<file path="config.mk">
export PLATFORM = sky130hd
export DESIGN_NAME = xbar_rob_channel
export DESIGN_NICKNAME = d
export VERILOG_FILES = /design/src/rtl/xbar_rob_channel.sv
export SDC_FILE = /design/constraint.sdc
export NUM_CORES = 2
export LEC_CHECK = 0
export ABC_AREA = 0
export BUFFER_PORTS_ARGS = -buffer_cell sky130_fd_sc_hd__buf_2
export CELL_PAD_IN_SITES_DETAIL_PLACEMENT = 1
export CELL_PAD_IN_SITES_GLOBAL_PLACEMENT = 2
export CORE_ASPECT_RATIO = 0.9
export CORE_MARGIN = 3
export CORE_UTILIZATION = 40
export CTS_CLUSTER_SIZE = 16
export DETAILED_ROUTE_END_ITERATION = 8
export PLACE_DENSITY = 0.93
export REMOVE_ABC_BUFFERS = 1
export SETUP_SLACK_MARGIN = 0.15
export SKIP_LAST_GASP = 1
export SLEW_MARGIN = 15
export SYNTH_ARGS = -nofsm -noshare
export SYNTH_HDL_FRONTEND = slang
export SYNTH_SLANG_ARGS = --single-unit
</file>
<file path="constraint.sdc">
create_clock -name clk_i -period 8.2 [get_ports clk_i]
set_input_delay 1.64 -clock clk_i [delete_from_list [all_inputs] [get_ports clk_i]]
set_output_delay 1.64 -clock clk_i [all_outputs]
set_load 0.02 [all_outputs]
</file>
<file path="src/rtl/xbar_rob_channel.sv">
// xbar_rob_channel
//   Per-channel reorder buffer sitting at the cross-bar output. The requester
//   allocates tags in order. Banks return tagged data in any order, and the
//   buffer releases that data strictly in allocation order.
//
// Ports
//   clk_i, rst_i      clock; asynchronous active-low reset
//   bank_valid_i      per-bank response valid
//   bank_allowIn_o    per-bank accept; combinational, 0 for other channels
//   bank_ch_id_i      per-bank channel id, bank b at [b*CH_ID_W +: CH_ID_W]
//   bank_rob_num_i    per-bank slot tag, bank b at [b*ROB_W +: ROB_W]
//   bank_data_i       per-bank data, bank b at [b*DATA_W +: DATA_W]
//   alloc_valid_i     requester asks for a tag
//   alloc_ready_o     a slot is free (registered count only)
//   alloc_rob_num_o   tag granted on the alloc handshake (tail pointer)
//   out_valid_o       head slot holds its response
//   out_ready_i       consumer accepts the head
//   out_rob_num_o     head tag
//   out_data_o        head slot data
//   count_o           number of allocated slots, 0..ROB_DEPTH
//   err_o             sticky protocol error; cleared only by reset
module xbar_rob_channel #(
  parameter int CHANNEL_ID = 0,
  parameter int NUM_BANKS  = 4,
  parameter int ROB_DEPTH  = 8,
  parameter int ROB_W      = $clog2(ROB_DEPTH),
  parameter int DATA_W     = 128,
  parameter int CH_ID_W    = 2
) (
  input  logic                           clk_i,
  input  logic                           rst_i,
  input  logic [NUM_BANKS-1:0]           bank_valid_i,
  output logic [NUM_BANKS-1:0]           bank_allowIn_o,
  input  logic [NUM_BANKS*CH_ID_W-1:0]   bank_ch_id_i,
  input  logic [NUM_BANKS*ROB_W-1:0]     bank_rob_num_i,
  input  logic [NUM_BANKS*DATA_W-1:0]    bank_data_i,
  input  logic                           alloc_valid_i,
  output logic                           alloc_ready_o,
  output logic [ROB_W-1:0]               alloc_rob_num_o,
  output logic                           out_valid_o,
  input  logic                           out_ready_i,
  output logic [ROB_W-1:0]               out_rob_num_o,
  output logic [DATA_W-1:0]              out_data_o,
  output logic [ROB_W:0]                 count_o,
  output logic                           err_o
);

  typedef enum logic [1:0] {
    SLOT_FREE  = 2'd0,
    SLOT_ALLOC = 2'd1,
    SLOT_DONE  = 2'd2
  } slot_state_e;

  localparam logic [ROB_W:0]     DEPTH_C = (ROB_W + 1)'(ROB_DEPTH);
  localparam logic [CH_ID_W-1:0] CH_C    = CH_ID_W'(CHANNEL_ID);

  slot_state_e           state_reg  [ROB_DEPTH];
  slot_state_e           state_next [ROB_DEPTH];
  logic [DATA_W-1:0]     data_reg   [ROB_DEPTH];
  logic [ROB_W-1:0]      head_reg, head_next;
  logic [ROB_W-1:0]      tail_reg, tail_next;
  logic [ROB_W:0]        count_reg, count_next;
  logic                  err_reg, err_next;

  logic [ROB_W-1:0]      bank_tag  [NUM_BANKS];
  logic [DATA_W-1:0]     bank_data [NUM_BANKS];
  logic [NUM_BANKS-1:0]  match;
  logic [NUM_BANKS-1:0]  accept;
  logic [NUM_BANKS-1:0]  write_en;
  logic                  alloc_fire;
  logic                  out_fire;

  // Per-bank decode. A bank is accepted when it targets this channel and no
  // lower-index matching bank claims the same tag this cycle, so at most one
  // accepted bank ever addresses a given slot.
  for (genvar gi = 0; gi < NUM_BANKS; gi++) begin : g_bank
    logic dup_hit;

    assign bank_tag[gi]  = bank_rob_num_i[gi*ROB_W +: ROB_W];
    assign bank_data[gi] = bank_data_i[gi*DATA_W +: DATA_W];
    assign match[gi]     = bank_valid_i[gi] &
                           (bank_ch_id_i[gi*CH_ID_W +: CH_ID_W] == CH_C);

    always_comb begin
      dup_hit = 1'b0;
      for (int a = 0; a < gi; a++) begin
        if (match[a] && (bank_tag[a] == bank_tag[gi])) begin
          dup_hit = 1'b1;
        end
      end
    end

    assign accept[gi]   = match[gi] & ~dup_hit;
    // Only a slot that is waiting for its response may be written; this
    // looks at registered state, so a slot allocated this very cycle still
    // reads FREE and the write is rejected.
    assign write_en[gi] = accept[gi] & (state_reg[bank_tag[gi]] == SLOT_ALLOC);
  end

  assign bank_allowIn_o = accept;

  // Handshakes
  assign alloc_ready_o   = (count_reg < DEPTH_C);
  assign alloc_fire      = alloc_valid_i & alloc_ready_o;
  assign alloc_rob_num_o = tail_reg;

  assign out_valid_o     = (state_reg[head_reg] == SLOT_DONE);
  assign out_fire        = out_valid_o & out_ready_i;
  assign out_rob_num_o   = head_reg;
  assign out_data_o      = data_reg[head_reg];

  assign count_o         = count_reg;
  assign err_o           = err_reg;

  // Next-state. Alloc (tail, FREE), write (ALLOC slots) and retire (head,
  // DONE) always address distinct slots, so applying them in sequence is
  // order-independent.
  always_comb begin
    for (int s = 0; s < ROB_DEPTH; s++) begin
      state_next[s] = state_reg[s];
    end
    for (int b = 0; b < NUM_BANKS; b++) begin
      if (write_en[b]) begin
        state_next[bank_tag[b]] = SLOT_DONE;
      end
    end
    if (alloc_fire) begin
      state_next[tail_reg] = SLOT_ALLOC;
    end
    if (out_fire) begin
      state_next[head_reg] = SLOT_FREE;
    end
  end

  always_comb begin
    head_next  = out_fire   ? head_reg + ROB_W'(1) : head_reg;
    tail_next  = alloc_fire ? tail_reg + ROB_W'(1) : tail_reg;
    count_next = count_reg;
    case ({alloc_fire, out_fire})
      2'b10:   count_next = count_reg + (ROB_W + 1)'(1);
      2'b01:   count_next = count_reg - (ROB_W + 1)'(1);
      default: count_next = count_reg;
    endcase
    // Sticky error: a same-tag collision between matching banks, or an
    // accepted write that found its slot FREE or already DONE.
    err_next = err_reg | (|(match & ~accept)) | (|(accept & ~write_en));
  end

  always_ff @(posedge clk_i or negedge rst_i) begin
    if (!rst_i) begin
      for (int s = 0; s < ROB_DEPTH; s++) begin
        state_reg[s] <= SLOT_FREE;
      end
      head_reg  <= '0;
      tail_reg  <= '0;
      count_reg <= '0;
      err_reg   <= 1'b0;
    end else begin
      for (int s = 0; s < ROB_DEPTH; s++) begin
        state_reg[s] <= state_next[s];
      end
      head_reg  <= head_next;
      tail_reg  <= tail_next;
      count_reg <= count_next;
      err_reg   <= err_next;
    end
  end

  // Slot payload is not reset; a slot is only read once its state is DONE.
  always_ff @(posedge clk_i) begin
    for (int b = 0; b < NUM_BANKS; b++) begin
      if (write_en[b]) begin
        data_reg[bank_tag[b]] <= bank_data[b];
      end
    end
  end

endmodule

</file>
# Yosys cells after proc, flatten, opt, wreduce, memory -nomap -nowiden
# Memory sizes are Yosys's and may differ from the RTL's.
# Index checks and enable logic that the tools add are counted.
[classes]
addsub = 4
order_cmp = 13
n_eq_ne = 13
mux = 48
n_bitwise = 45
reduce_logical = 19
[ops]
columns = ["cell", "n"]
rows = [
  ["$mux W16", 6],
  ["$and A8 B8 Y8", 5],
  ["$not A8 Y8", 5],
  ["$or A8 B8 Y8", 5],
  ["$demux W2 S3", 6],
  ["$mux W2", 16],
  ["$bmux W2 S3", 5],
  ["$ge A4 B4 Y1 const B", 6],
  ["$lt A4 B1 Y1 const B", 6],
  ["$not A3 Y4", 6],
  ["$eq A3 B3 Y1", 6],
  ["$and A16 B16 Y16", 1],
  ["$not A16 Y16", 1],
  ["$mux W1", 14],
  ["$and A1 B1 Y1", 13],
  ["$logic_and A1 B1 Y1", 12],
  ["$eq A2 B1 Y1 const B", 5],
  ["$and A4 B4 Y4", 2],
  ["$logic_not A2 Y1", 4],
  ["$not A4 Y4", 2],
  ["$pmux W4 S2", 1],
  ["$reduce_or A4 Y1", 2],
  ["$add A3 B1 Y3 const B", 2],
  ["$add A4 B1 Y4 const B", 1],
  ["other kinds (6)", 10],
]
[word_totals]
ff_bits = 27
ram_bits = 1024
input_bits = 540
out_inout_bits = 145
elab_cells = 155
memories = 1
[mem_list]
columns = ["memory", "words", "width", "rd", "rd_ports_with_merged_regs", "wr", "line", "rtl"]
rows = [
  ["data_reg", 8, 128, 1, 0, 4, "59", "logic [DATA_W-1:0] data_reg [ROB_DEPTH];"],
]

# Logic depth before layout (Yosys ltp)
[logic_depth]
ltp_word = 18
mapped_depth = 13
ltp_nobuf = 11

# Worst setup path before layout
# Ideal clock, no wire load.
[synth_timing]
path_kind = "input-to-reg"
start = "input bank_rob_num_i[3]"
end = "memory data_reg[3][0] (enable)"
setup_time_ns = 1.709
arrival_ns = 7.111
required_ns = 6.491
path_slack_ns = -0.620
stages = 9
path_buffers = 4
cell_sequence = "clkbuf_1 -> buf_1 -> xor2_1 -> o41ai_1 -> nor3_1 -> clkbuf_1 -> nand4_1 -> clkbuf_1 -> nand4_1"
[synth_rtl]
columns = ["item", "line", "rtl"]
rows = [
  ["start: declaration", "35", "input logic [NUM_BANKS*ROB_W-1:0] bank_rob_num_i,"],
  ["end: declaration", "59", ""],
]

==> flow_metrics.env <==
export IMPL_overflow=0
export IMPL_endpoint_kind="register"
export IMPL_ys_seq_area_share_pct=46.0
export IMPL_fp_dieArea_sq_mm=0.176
export IMPL_postCtsSetupBuffers=0
export IMPL_p_total_mw=17.9
export IMPL_initial_utilization_pct=40.4
export IMPL_cap_violations=0
export IMPL_p_clk_share_pct=29.2
export IMPL_synth_edff_count=1024
export IMPL_avgRoutedWirePerCell_microns=37.4
export IMPL_syn2layout_area_growth_pct=10.7
export IMPL_place_congestion=0.891
export IMPL_maxSlewViolCount=64
export IMPL_drive_gt1_share_pct=24.1
export IMPL_cp_required_ps=8690
export IMPL_rows=143
export IMPL_holdCritPathClass="register to register"
export IMPL_pwr_share_seq_pct=35.6
export IMPL_drc=0
export IMPL_worst_slew_margin_rel_pct=-15.1
export IMPL_max_freq_mhz=170
export IMPL_n_fill_cell=18200
export IMPL_synthArstFlopShare_pct=2.57
export IMPL_hold_viol=0
export IMPL_period_needed_ps=5880
export IMPL_synthFlopType="edfxtp_1"
export IMPL_cpPeakStageDelay_ps=800
export IMPL_peakVddDrop_mv=0.247
export IMPL_syn_avg_cell_area_sq_um=11.1
export IMPL_crit_path_cell_trace="buf_2, mux2_4, mux4_2, or4b_4, nor4b_4, buf_12, buf_4, mux2i_1, a21oi_1"
export IMPL_hold_ws_ps=524
export IMPL_pin_count=685
export IMPL_yosysTopAreaCell="edfxtp_1"
export IMPL_yosys_register_bits=1051
export IMPL_ant_nets=0
export IMPL_drt_iter0_drc=10600
export IMPL_cts_made_buffers=117
export IMPL_grt_pass1_vias=64400
export IMPL_synth_area_leaders="edfxtp_1 45%, mux2i_1 12%, mux4_2 8.8%, o22ai_1 8.5%, a21oi_1 5.9%"
export IMPL_startpoint_type="input pin"
export IMPL_yosysWarnings=0
export IMPL_fin_crit_sh_pct=71.8
export IMPL_swShare_pct=36.0
export IMPL_post_route_util_pct=44.7
export IMPL_pwr_share_comb_pct=35.2
export IMPL_h_tree_depth=3
export IMPL_power_density_mw_per_mm2=237
export IMPL_clock_latency_ps=790
export IMPL_crit_type="input pin to register"
export IMPL_crit_arrival_ps=6370
export IMPL_clock_sinks=1051
export IMPL_synthCells=6131
export IMPL_worst_pin_slew_ps=1730
export IMPL_via_per_inst=7.34
export IMPL_setup_viol=0
export IMPL_grt_usage_pct=34.6
export IMPL_p_leak_nw=23.3
export IMPL_clkTransAtPathRegs_ps=60
export IMPL_syn_area_sq_mm=0.0683
export IMPL_cts_hold_buffers=0
export IMPL_cts_root_buf="clkbuf_16"
export IMPL_clk_path_buf_depth=3
export IMPL_io_buffers=684
export IMPL_vias=62300
export IMPL_cts_resized=0
export IMPL_largest_reg_flops=1024
export IMPL_dp_hpwl_microns=175000
export IMPL_switchingPower_mw=6.46
export IMPL_antenna_found_initial=115
export IMPL_cp_max_fo=99
export IMPL_outcome="complete, but fails checks"
export IMPL_dr_pass1_iters=6
export IMPL_grt_max_degree=129
export IMPL_die_w_microns=442
export IMPL_tritoncts="done"
export IMPL_drt_wl_total_microns=317000
export IMPL_cp_slowest_cell="buf_4"
export IMPL_grt_setup_unrepaired="false"
export IMPL_synth_top_area_share_pct=45.0
export IMPL_synthDistinctLibCells=66
export IMPL_violations="max-slew violations"
export IMPL_core_sq_mm=0.169
export IMPL_die_h_microns=398
export IMPL_worst_clock_skew_ps=27.7
export IMPL_layout_nets=6592
export IMPL_grt_pass1_wl_microns=450000
export IMPL_intPower_mw=11.5
==> power by group through the flow <==
stage	logic, mW	clock network (mW)	registers [mW]
4_1_cts	6.20	5.23	6.38
3_3_place_gp	6.06	0	6.48
5_1_grt	6.53	5.44	6.40
2_1_floorplan	4.23	0	6.87
6_report	6.31	5.24	6.39
3_5_place_dp	6.16	0	6.50
==> worst paths after layout <==
kind | startpoint | to | slack (ps) | cells past startpoint
max | bank_rob_num_i[4] | data_reg[1][29]$_DFFE_PP_ | 2320 | 9
min | count_o[0]$_DFFE_PN0P_ | count_o[0]$_DFFE_PN0P_ | 520 | 1
max reg2reg | state_reg[9]$_DFF_PN0_ | data_reg[1][29]$_DFFE_PP_ | 3100 | 8
min reg2reg | count_o[0]$_DFFE_PN0P_ | count_o[0]$_DFFE_PN0P_ | 520 | 1
max in group asynchronous | rst_i | out_rob_num_o[1]$_DFFE_PN0P_ | 6810 | 1
min in group asynchronous | rst_i | state_reg[3]$_DFF_PN0_ | 890 | 1
==> Yosys cell counts (3+ instances only) <==
library cell and n:
nand3_1 16, nor3_1 15, nor2_1 20, o21ai_0 3
buf_2 37, a32o_1 5, a22oi_1 30, a211o_1 3
buf_1 260, o22ai_1 932, and2_1 10, nor4_1 11
and4_1 6, dfrtp_1 27, a31oi_1 134, nand4_1 143
clkbuf_1 641, inv_1 18, buf_6 40, xor2_1 21
edfxtp_1 1024, and3_1 7, a21oi_1 809, ha_1 5
nor2b_1 14, nand2b_1 121, nor3b_1 6, xnor2_1 5
buf_4 25, a311oi_1 5, nand2_1 285, o221a_2 65
mux2_2 134, o31ai_1 66, buf_12 10, mux2i_1 840
o21ai_1 30, nor4b_4 4, a221oi_1 4, mux4_2 266
==> stage by stage <==
| step | instances | TNS [ps] | setup slack, ps | cell area (sq um) |
|---|---|---|---|---|
| CTS | 8388 | 0 | 2440 | 75400 |
| global placement | 8173 | 0 | 1940 | 71800 |
| finish | 8488 | 0 | 2320 | 75600 |
| global route | 8464 | 0 | 2340 | 75600 |
| floorplan | 5117 | -9130230 | -8730 | 63900 |
| detailed placement | 8173 | 0 | 1790 | 71800 |
==> per-layer routing <==
layer	vias up	track usage [%]	part of all wire, %
li1	24300	-	-
met1	31100	42.3	35
met2	5697	53.5	46
met3	1170	8.37	13
met4	34	25.1	6.3
met5	-	0	0.071
==> cell families after synthesis <==
kind of cell,Yosys count,synth area share (%)
AO/OA/AOI/OAI,2100,18.5
multiplexers,1241,23.3
flip-flops,1051,46.0
buffers and inverters,1032,6.57
AND/OR/NAND/NOR,675,5.20
XOR/XNOR,26,0.333
adder cells (fa/ha/maj),6,0.121
==> cells in the final DEF, fill, tap and decap left out, drive strengths merged, types with 10 or more instances in the layout <==
master,instances
diode,99
dfrtp,27
nor3,16
nor2b,14
mux2i,840
and2,10
a22oi,30
a21oi,809
nor2,20
o21ai,33
a31oi,134
mux4,266
xor2,21
nand2b,121
clkinv,59
o31ai,66
clkbuf,136
inv,25
o221a,66
o22ai,932
nor4,11
nand4,143
mux2,135
nand2,285
buf,810
nand3,16
edfxtp,1024
==> area by class of cell <==
class / instances / area (sq um) / share of cell area [%]
diodes: 99 / 248 / 0.328
inverters: 18 / 72.6 / 0.0959
flip-flops and latches: 1051 / 31400 / 41.6
clock buffers: 136 / 3000 / 3.96
repair buffers: 810 / 4860 / 6.42
well taps: 2247 / 2810 / 3.72
clock inverters: 79 / 607 / 0.802
multi-input cells: 4048 / 32600 / 43.1
==> worst max-delay path: cells and delay by family <==
family | cells | cell delay (ps)
buffers and inverters | 3 | 1840
multiplexers | 3 | 1120
AND/OR/NAND/NOR | 2 | 1150
AO/OA/AOI/OAI | 1 | 110
No activity file was read; power rests on OpenSTA's default activity.
